===== src/rtl/pe_array_feeder.sv =====
// Input-side sequencer for the 5x4 LeNet PE array: loads one 5x5 kernel, then streams
// GROUPS four-row map groups, each followed by a flush-and-drain window on dinVld.
module pe_array_feeder #(
  parameter int DATA_SIZE = 8,
  parameter int K         = 5,
  parameter int IMG_W     = 32,
  parameter int GROUPS    = 7,
  parameter int DRAIN_CYC = 4,
  parameter int MA_W      = 8
) (
  input  logic                   clk_cal,
  input  logic                   rst_cal,
  input  logic                   start,
  output logic                   busy,
  output logic                   done,
  input  logic [5*DATA_SIZE-1:0] bias_in,
  output logic                   w_rd_en,
  output logic [4:0]             w_addr,
  input  logic [DATA_SIZE-1:0]   w_rdata,
  output logic                   m_rd_en,
  output logic [MA_W-1:0]        m_addr,
  input  logic [4*DATA_SIZE-1:0] m_rdata,
  output logic [DATA_SIZE-1:0]   IWeight0, IWeight1, IWeight2, IWeight3, IWeight4,
  output logic                   IweightVld0, IweightVld1, IweightVld2, IweightVld3, IweightVld4,
  output logic [DATA_SIZE-1:0]   IMap0, IMap1, IMap2, IMap3,
  output logic                   ImapVld0, ImapVld1, ImapVld2, ImapVld3,
  output logic [DATA_SIZE-1:0]   bias0, bias1, bias2, bias3, bias4,
  output logic                   dinVld,
  output logic [2:0]             dbg_state
);
  localparam int DRAIN_LEN = 2 + DRAIN_CYC;
  localparam int GW = $clog2(GROUPS + 1);
  localparam int XW = (IMG_W > 1) ? $clog2(IMG_W) : 1;
  localparam int DW = $clog2(DRAIN_LEN);

  typedef enum logic [2:0] {IDLE, LOAD_W, STREAM, DRAIN, FIN} state_t;

  // Handshake: none. start is a one-cycle request sampled only in IDLE; both buffers
  // answer a read enable with data exactly one cycle later, and nothing can stall.
  state_t                 state;
  logic [1:0]             rst_pipe;
  logic                   rst_n;
  logic [2:0]             k_row, k_col;
  logic [XW-1:0]          x_cnt;
  logic [DW-1:0]          d_cnt;
  logic [GW-1:0]          g_cnt;
  logic [5*DATA_SIZE-1:0] bias_q;
  logic                   w_vld_d, m_vld_d;
  logic [2:0]             w_sel_d;
  logic [DATA_SIZE-1:0]   iweight [K];
  logic [K-1:0]           iweight_vld;
  logic [DATA_SIZE-1:0]   imap [4];
  logic                   imap_vld;

  // Asserts immediately with rst_cal, releases two clocks after it rises.
  always_ff @(posedge clk_cal or negedge rst_cal) begin
    if (!rst_cal) rst_pipe <= 2'b00;
    else          rst_pipe <= {rst_pipe[0], 1'b1};
  end
  assign rst_n = rst_pipe[1];

  always_ff @(posedge clk_cal or negedge rst_n) begin
    if (!rst_n) begin
      state   <= IDLE;
      busy    <= 1'b0;
      done    <= 1'b0;
      w_rd_en <= 1'b0;
      m_rd_en <= 1'b0;
      dinVld  <= 1'b0;
      w_addr  <= '0;
      m_addr  <= '0;
      k_row   <= '0;
      k_col   <= '0;
      x_cnt   <= '0;
      d_cnt   <= '0;
      g_cnt   <= '0;
      bias_q  <= '0;
    end else begin
      done <= 1'b0;
      case (state)
        IDLE: if (start) begin
          state   <= LOAD_W;
          busy    <= 1'b1;
          w_rd_en <= 1'b1;
          w_addr  <= '0;
          k_row   <= '0;
          k_col   <= '0;
          g_cnt   <= '0;
          bias_q  <= bias_in;
        end
        LOAD_W: begin
          if (w_addr == 5'd24) begin
            state   <= STREAM;
            w_rd_en <= 1'b0;
            m_rd_en <= 1'b1;
            m_addr  <= '0;
            x_cnt   <= '0;
          end else begin
            w_addr <= w_addr + 1'b1;
            // k_row tracks the kernel row of w_addr, i.e. the destination column.
            if (k_col == 3'd4) begin
              k_col <= '0;
              k_row <= k_row + 1'b1;
            end else begin
              k_col <= k_col + 1'b1;
            end
          end
        end
        STREAM: begin
          if (x_cnt == XW'(IMG_W - 1)) begin
            state   <= DRAIN;
            m_rd_en <= 1'b0;
            d_cnt   <= '0;
          end else begin
            x_cnt  <= x_cnt + 1'b1;
            m_addr <= m_addr + 1'b1;
          end
        end
        DRAIN: begin
          d_cnt <= d_cnt + 1'b1;
          if (d_cnt == DW'(1)) dinVld <= 1'b1;
          if (d_cnt == DW'(DRAIN_LEN - 1)) begin
            dinVld <= 1'b0;
            g_cnt  <= g_cnt + 1'b1;
            if (g_cnt == GW'(GROUPS - 1)) begin
              state <= FIN;
              done  <= 1'b1;
            end else begin
              // Groups are contiguous in the map buffer, so the address simply continues.
              state   <= STREAM;
              m_rd_en <= 1'b1;
              m_addr  <= m_addr + 1'b1;
              x_cnt   <= '0;
            end
          end
        end
        FIN: begin
          state <= IDLE;
          busy  <= 1'b0;
        end
        default: state <= IDLE;
      endcase
    end
  end

  // Output stage: buffer data (arriving one cycle after the read) is registered here.
  always_ff @(posedge clk_cal or negedge rst_n) begin
    if (!rst_n) begin
      w_vld_d     <= 1'b0;
      m_vld_d     <= 1'b0;
      w_sel_d     <= '0;
      iweight_vld <= '0;
      imap_vld    <= 1'b0;
      for (int c = 0; c < K; c++) iweight[c] <= '0;
      for (int r = 0; r < 4; r++) imap[r] <= '0;
    end else begin
      w_vld_d     <= w_rd_en;
      w_sel_d     <= k_row;
      m_vld_d     <= m_rd_en;
      iweight_vld <= '0;
      imap_vld    <= m_vld_d;
      if (w_vld_d) begin
        iweight[w_sel_d]     <= w_rdata;
        iweight_vld[w_sel_d] <= 1'b1;
      end
      if (m_vld_d) begin
        for (int r = 0; r < 4; r++) imap[r] <= m_rdata[DATA_SIZE*r +: DATA_SIZE];
      end
    end
  end

  assign IWeight0 = iweight[0];
  assign IWeight1 = iweight[1];
  assign IWeight2 = iweight[2];
  assign IWeight3 = iweight[3];
  assign IWeight4 = iweight[4];
  assign {IweightVld4, IweightVld3, IweightVld2, IweightVld1, IweightVld0} = iweight_vld;
  assign IMap0 = imap[0];
  assign IMap1 = imap[1];
  assign IMap2 = imap[2];
  assign IMap3 = imap[3];
  assign {ImapVld3, ImapVld2, ImapVld1, ImapVld0} = {4{imap_vld}};
  assign bias0 = bias_q[0*DATA_SIZE +: DATA_SIZE];
  assign bias1 = bias_q[1*DATA_SIZE +: DATA_SIZE];
  assign bias2 = bias_q[2*DATA_SIZE +: DATA_SIZE];
  assign bias3 = bias_q[3*DATA_SIZE +: DATA_SIZE];
  assign bias4 = bias_q[4*DATA_SIZE +: DATA_SIZE];
  assign dbg_state = state;
endmodule


===== config.mk =====
export PLATFORM = sky130hd
export DESIGN_NAME = pe_array_feeder
export DESIGN_NICKNAME = d
export VERILOG_FILES = /design/src/rtl/pe_array_feeder.sv
export SDC_FILE = /design/constraint.sdc
export NUM_CORES = 1
export LEC_CHECK = 0
export ABC_AREA = 1
export BUFFER_PORTS_ARGS = -buffer_cell sky130_fd_sc_hd__buf_2
export CAP_MARGIN = 20
export CORE_ASPECT_RATIO = 0.8
export CORE_MARGIN = 4
export CORE_UTILIZATION = 30
export CTS_CLUSTER_DIAMETER = 50
export CTS_CLUSTER_SIZE = 12
export DETAILED_ROUTE_END_ITERATION = 12
export PLACE_DENSITY = 0.61
export SLEW_MARGIN = 15
export SYNTH_ARGS = -nofsm -noshare
export SYNTH_HDL_FRONTEND = slang
export SYNTH_SLANG_ARGS = --single-unit

===== constraint.sdc =====
create_clock -name clk_cal -period 11.1 [get_ports clk_cal]
set_clock_uncertainty 0.2 [all_clocks]
set_input_delay 0.555 -clock clk_cal [delete_from_list [all_inputs] [get_ports clk_cal]]
set_output_delay 0.555 -clock clk_cal [all_outputs]
set_load 0.1 [all_outputs]

==> metrics.txt <==
# TYPE chip_impl_metric gauge
chip_impl_info{name="run_status",value="complete, no violations"} 1
chip_impl_metric{name="slew-limit-headroom",unit=""} 0.475
chip_impl_metric{name="syn_area_per_cell",unit="µm²"} 9.74
chip_impl_metric{name="timing.final.crit_period",unit="ns"} 2.68
chip_impl_metric{name="port-buffer-count",unit=""} 224
chip_impl_info{name="synth_area_leader_cell",value="dfrtp_1"} 1
chip_impl_info{name="launch_instance_of_the_worst_register_to_register_path",value="dbg_state[2]"} 1
chip_impl_metric{name="power.leakage",unit="nW"} 4.82
chip_impl_metric{name="grt_overflow",unit=""} 0
chip_impl_metric{name="insertedDiodeCount",unit=""} 0
chip_impl_metric{name="stdcell_area",unit="mm²"} 0.00871
chip_impl_metric{name="dp_worst_setup_slack",unit="ns"} 8.31
chip_impl_metric{name="fp.coreArea",unit="mm²"} 0.0218
chip_impl_info{name="worstSetupEndpointType",value="flip-flop"} 1
chip_impl_metric{name="die_height",unit="µm"} 142
chip_impl_metric{name="ys.warnings.count",unit=""} 0
chip_impl_metric{name="met3WireLength",unit="µm"} 1350
chip_impl_info{name="crit_family",value="simple AND/OR/NAND/NOR gates"} 1
chip_impl_metric{name="layout.nets",unit=""} 1006
chip_impl_metric{name="cts_post_setup_buffers_inserted",unit=""} 0
chip_impl_metric{name="synth_fp_nets",unit=""} 786
chip_impl_metric{name="cpPeakStageDelay",unit="ns"} 0.66
chip_impl_metric{name="final.period_utilization",unit=""} 0.241
chip_impl_metric{name="p_total",unit="mW"} 1.36
chip_impl_info{name="clk_root_buffer_cell",value="clkbuf_16"} 1
chip_impl_info{name="worstPathCellList",value="nor2_2 > nand3_2 > nand2_2 > inv_2 > nand2_2 > nand2_1 > nand2_1"} 1
chip_impl_info{name="min_to",value="IMap0[4]"} 1
chip_impl_metric{name="achievable-frequency",unit="MHz"} 373
chip_impl_metric{name="setup_viol",unit=""} 0
chip_impl_info{name="hold_crit_class",value="in -> reg"} 1
chip_impl_metric{name="met2_wirelength",unit="µm"} 7600
chip_impl_metric{name="sequential_cell_area_fraction_in_the_yosys_report",unit=""} 0.606
chip_impl_metric{name="via_count_of_the_first_global_routing_pass",unit=""} 5245
chip_impl_metric{name="floorplan.initialDensity",unit=""} 0.309
chip_impl_metric{name="fp.dieArea",unit="mm²"} 0.0249
chip_impl_metric{name="largest_register_ff_count",unit=""} 40
chip_impl_metric{name="ctsHoldBuffers",unit=""} 1
chip_impl_metric{name="mappedNetlistArea",unit="mm²"} 0.00673
chip_impl_metric{name="antenna_found_initial",unit=""} 0
chip_impl_info{name="worstReg2RegEnd",value="bias_q[14]"} 1
chip_impl_metric{name="worst_r2r_path_depth",unit=""} 7
chip_impl_metric{name="drt-initial-drc-count",unit=""} 350
chip_impl_metric{name="met1Wirelength",unit="µm"} 7980
chip_impl_info{name="setup_crit_path_kind",value="reg -> reg"} 1
chip_impl_info{name="regMostFlops",value="bias_q"} 1
chip_impl_metric{name="synthesis.instances",unit=""} 691
chip_impl_metric{name="crit_arrival",unit="ns"} 2.79
chip_impl_metric{name="vias_per_cell",unit=""} 4.36
chip_impl_metric{name="design.portCount",unit=""} 225
chip_impl_metric{name="via_count",unit=""} 5334
chip_impl_metric{name="drt-wirelength-per-cell",unit="µm"} 14.0
chip_impl_metric{name="worst_skew_pair.late_latency",unit="ns"} 0.42
chip_impl_metric{name="postRouteWirelength",unit="µm"} 17100
chip_impl_metric{name="grt_first_pass_wirelength",unit="µm"} 27900
chip_impl_info{name="area_contributors_post_synth",value="dfrtp_1, nand2_1, mux2_2"} 1
chip_impl_info{name="clock_tree_from_tritoncts",value="built"} 1
chip_impl_info{name="grt_setup_unrepaired",value="no"} 1
chip_impl_metric{name="placed_cell_area",unit="mm²"} 0.00811
chip_impl_metric{name="ff2ff_setup_slack",unit="ns"} 8.42
chip_impl_metric{name="drcViolationCount",unit=""} 0
chip_impl_metric{name="cts-buffers-inserted",unit=""} 17
chip_impl_metric{name="crit_path_max_fanout",unit=""} 42
chip_impl_metric{name="crit_required",unit="ns"} 11.21
chip_impl_metric{name="rows",unit=""} 48
chip_impl_metric{name="flow.area_growth_from_synthesis",unit="%"} 29.4
chip_impl_metric{name="fraction_of_layout_cells_with_a_size_suffix_above_1",unit=""} 0.339
chip_impl_metric{name="irDropWorstVdd",unit="mV"} 0.0774
chip_impl_metric{name="number_of_detailed_routing_iterations_run_before_antenna_repair",unit=""} 4
chip_impl_metric{name="groute.usage.overall",unit=""} 0.139
chip_impl_metric{name="die_x",unit="µm"} 175
chip_impl_info{name="timing.hold.worst.start",value="m_rdata[4]"} 1
chip_impl_metric{name="post-route-worst-setup-slack",unit="ns"} 8.42
chip_impl_metric{name="maximum_number_of_pins_on_one_net_before_global_route_repair",unit=""} 63
chip_impl_metric{name="netlist-cell-type-count",unit=""} 31
chip_impl_info{name="slowest_cell_on_crit_path",value="nand2_2"} 1
chip_impl_metric{name="critPathBufInv",unit=""} 1
chip_impl_metric{name="num-fill-cells",unit=""} 2219
chip_impl_metric{name="final_antenna_net_count",unit=""} 0
chip_impl_info{name="worst_setup_path_start_kind",value="flip-flop"} 1
chip_impl_metric{name="transition_time_at_the_pin_with_the_least_slew_margin",unit="ns"} 0.788
chip_impl_info{name="maxUsedRoutingLayer",value="met4"} 1
chip_impl_metric{name="post-dp-hpwl",unit="µm"} 12200
chip_impl_metric{name="timing.final.hold_violations",unit=""} 0
chip_impl_metric{name="max-cap-violations",unit=""} 0
chip_impl_metric{name="htreeDepth",unit=""} 4
chip_impl_metric{name="cts.sinks",unit=""} 163
chip_impl_metric{name="globalplace.congestion",unit=""} 0.781
chip_impl_metric{name="number_of_register_bits_inferred_by_synthesis",unit=""} 163
chip_impl_metric{name="layout.core_utilization",unit=""} 0.399
chip_impl_metric{name="timing.hold.worst_path_depth",unit=""} 2
chip_impl_metric{name="cts.clk_slew.worst_paths",unit="ns"} 0.07
chip_impl_metric{name="synth_top_area_frac",unit=""} 0.606
chip_impl_metric{name="cts.repair.resized",unit=""} 0
chip_impl_metric{name="totalNegativeSetupSlack",unit="ns"} 0
chip_impl_metric{name="max_root_sink_buffers",unit=""} 2
chip_impl_metric{name="power_density",unit="mW/mm²"} 156
chip_impl_metric{name="slew_viol_final",unit=""} 0
==> cells by family (layout without fill, tap and decap cells) <==
logic type,count (synthesis),count (layout),synth area share
xor+xnor,5,5,0.00651
buf+inv,73,306,0.0474
simple gates,345,345,0.218
other cells,1,1,0.000557
compound gates,60,60,0.0454
fa+ha+maj,12,12,0.0223
flops,163,163,0.606
mux,32,32,0.0536
==> how the worst max path moves through the flow <==
stage,start,endpoint,depth (start not counted)
after detailed placement,start,bias_q[14],8
after global placement,start,bias_q[1],8
after CTS,dbg_state[2],bias_q[14],7
after floorplan,rst_pipe[1],IMap0[0],0
final,dbg_state[2],bias_q[14],7
after global routing,dbg_state[2],bias_q[3],7
==> per-layer routing <==
metal  track usage  up-vias
met5             0        -
met4        0.0336        0
met3        0.0449       14
met2         0.223      175
met1         0.186     2488
li1              -     2657
==> Yosys cell counts <==
cell type,n
nand3_1,58
o22ai_1,1
xnor2_1,2
nand2_1,229
conb_1,1
buf_6,1
buf_1,1
nor2_1,30
nand2_2,10
ha_1,12
dfrtp_1,163
nand4_1,4
mux2_1,2
clkbuf_1,9
inv_1,44
a21oi_1,3
or2_2,2
mux2_2,30
nand3b_1,1
nor3b_1,1
o21ai_0,55
inv_2,2
nor2_2,3
nand2_4,1
buf_2,9
buf_4,7
o2bb2ai_1,1
nand3_2,1
nor2_4,4
xor2_1,3
nor3_1,1
==> metrics by stage <==
stage,std cells,hold slack [ns]
2_1_floorplan,691,0.0594
3_3_place_gp,1191,0.133
3_5_place_dp,1191,0.147
4_1_cts,1224,0.121
5_1_grt,1224,0.122
6_report,1224,0.142
==> where the power goes <==
| group | switching, mW | internal, mW |
|---|---|---|
| Clock | 0.277 | 0.309 |
| Combinational | 0.128 | 0.0271 |
| Sequential | 0.0107 | 0.607 |
| Total | 0.416 | 0.943 |
==> worst register-to-register path, cell delays in order (launching register included) <==
cell	delay, ns
dfrtp_1	0.55
nor2_2	0.13
nand3_2	0.09
nand2_2	0.09
inv_2	0.54
nand2_2	0.67
nand2_1	0.24
nand2_1	0.06
==> area by class of cell <==
class / instances / area, µm² / area share
multi-input combinational: 455 / 2330 / 0.268
tap: 300 / 375 / 0.0431
clock buffer: 18 / 439 / 0.0504
sequential: 163 / 4080 / 0.469
timing repair buffer: 228 / 1150 / 0.132
inverter: 46 / 173 / 0.0198
clock inverter: 14 / 153 / 0.0175
==> layout by cell type, fill, tap and decap left out, types with 10 or more instances in the layout <==
cell / count
nand3_1: 58
clkbuf_16: 17
mux2_2: 30
o21ai_0: 55
inv_1: 44
nand2_1: 229
buf_2: 224
nand2_2: 10
ha_1: 12
nor2_1: 30
dfrtp_1: 162
Note: power is estimated with default switching activity, not from simulation.
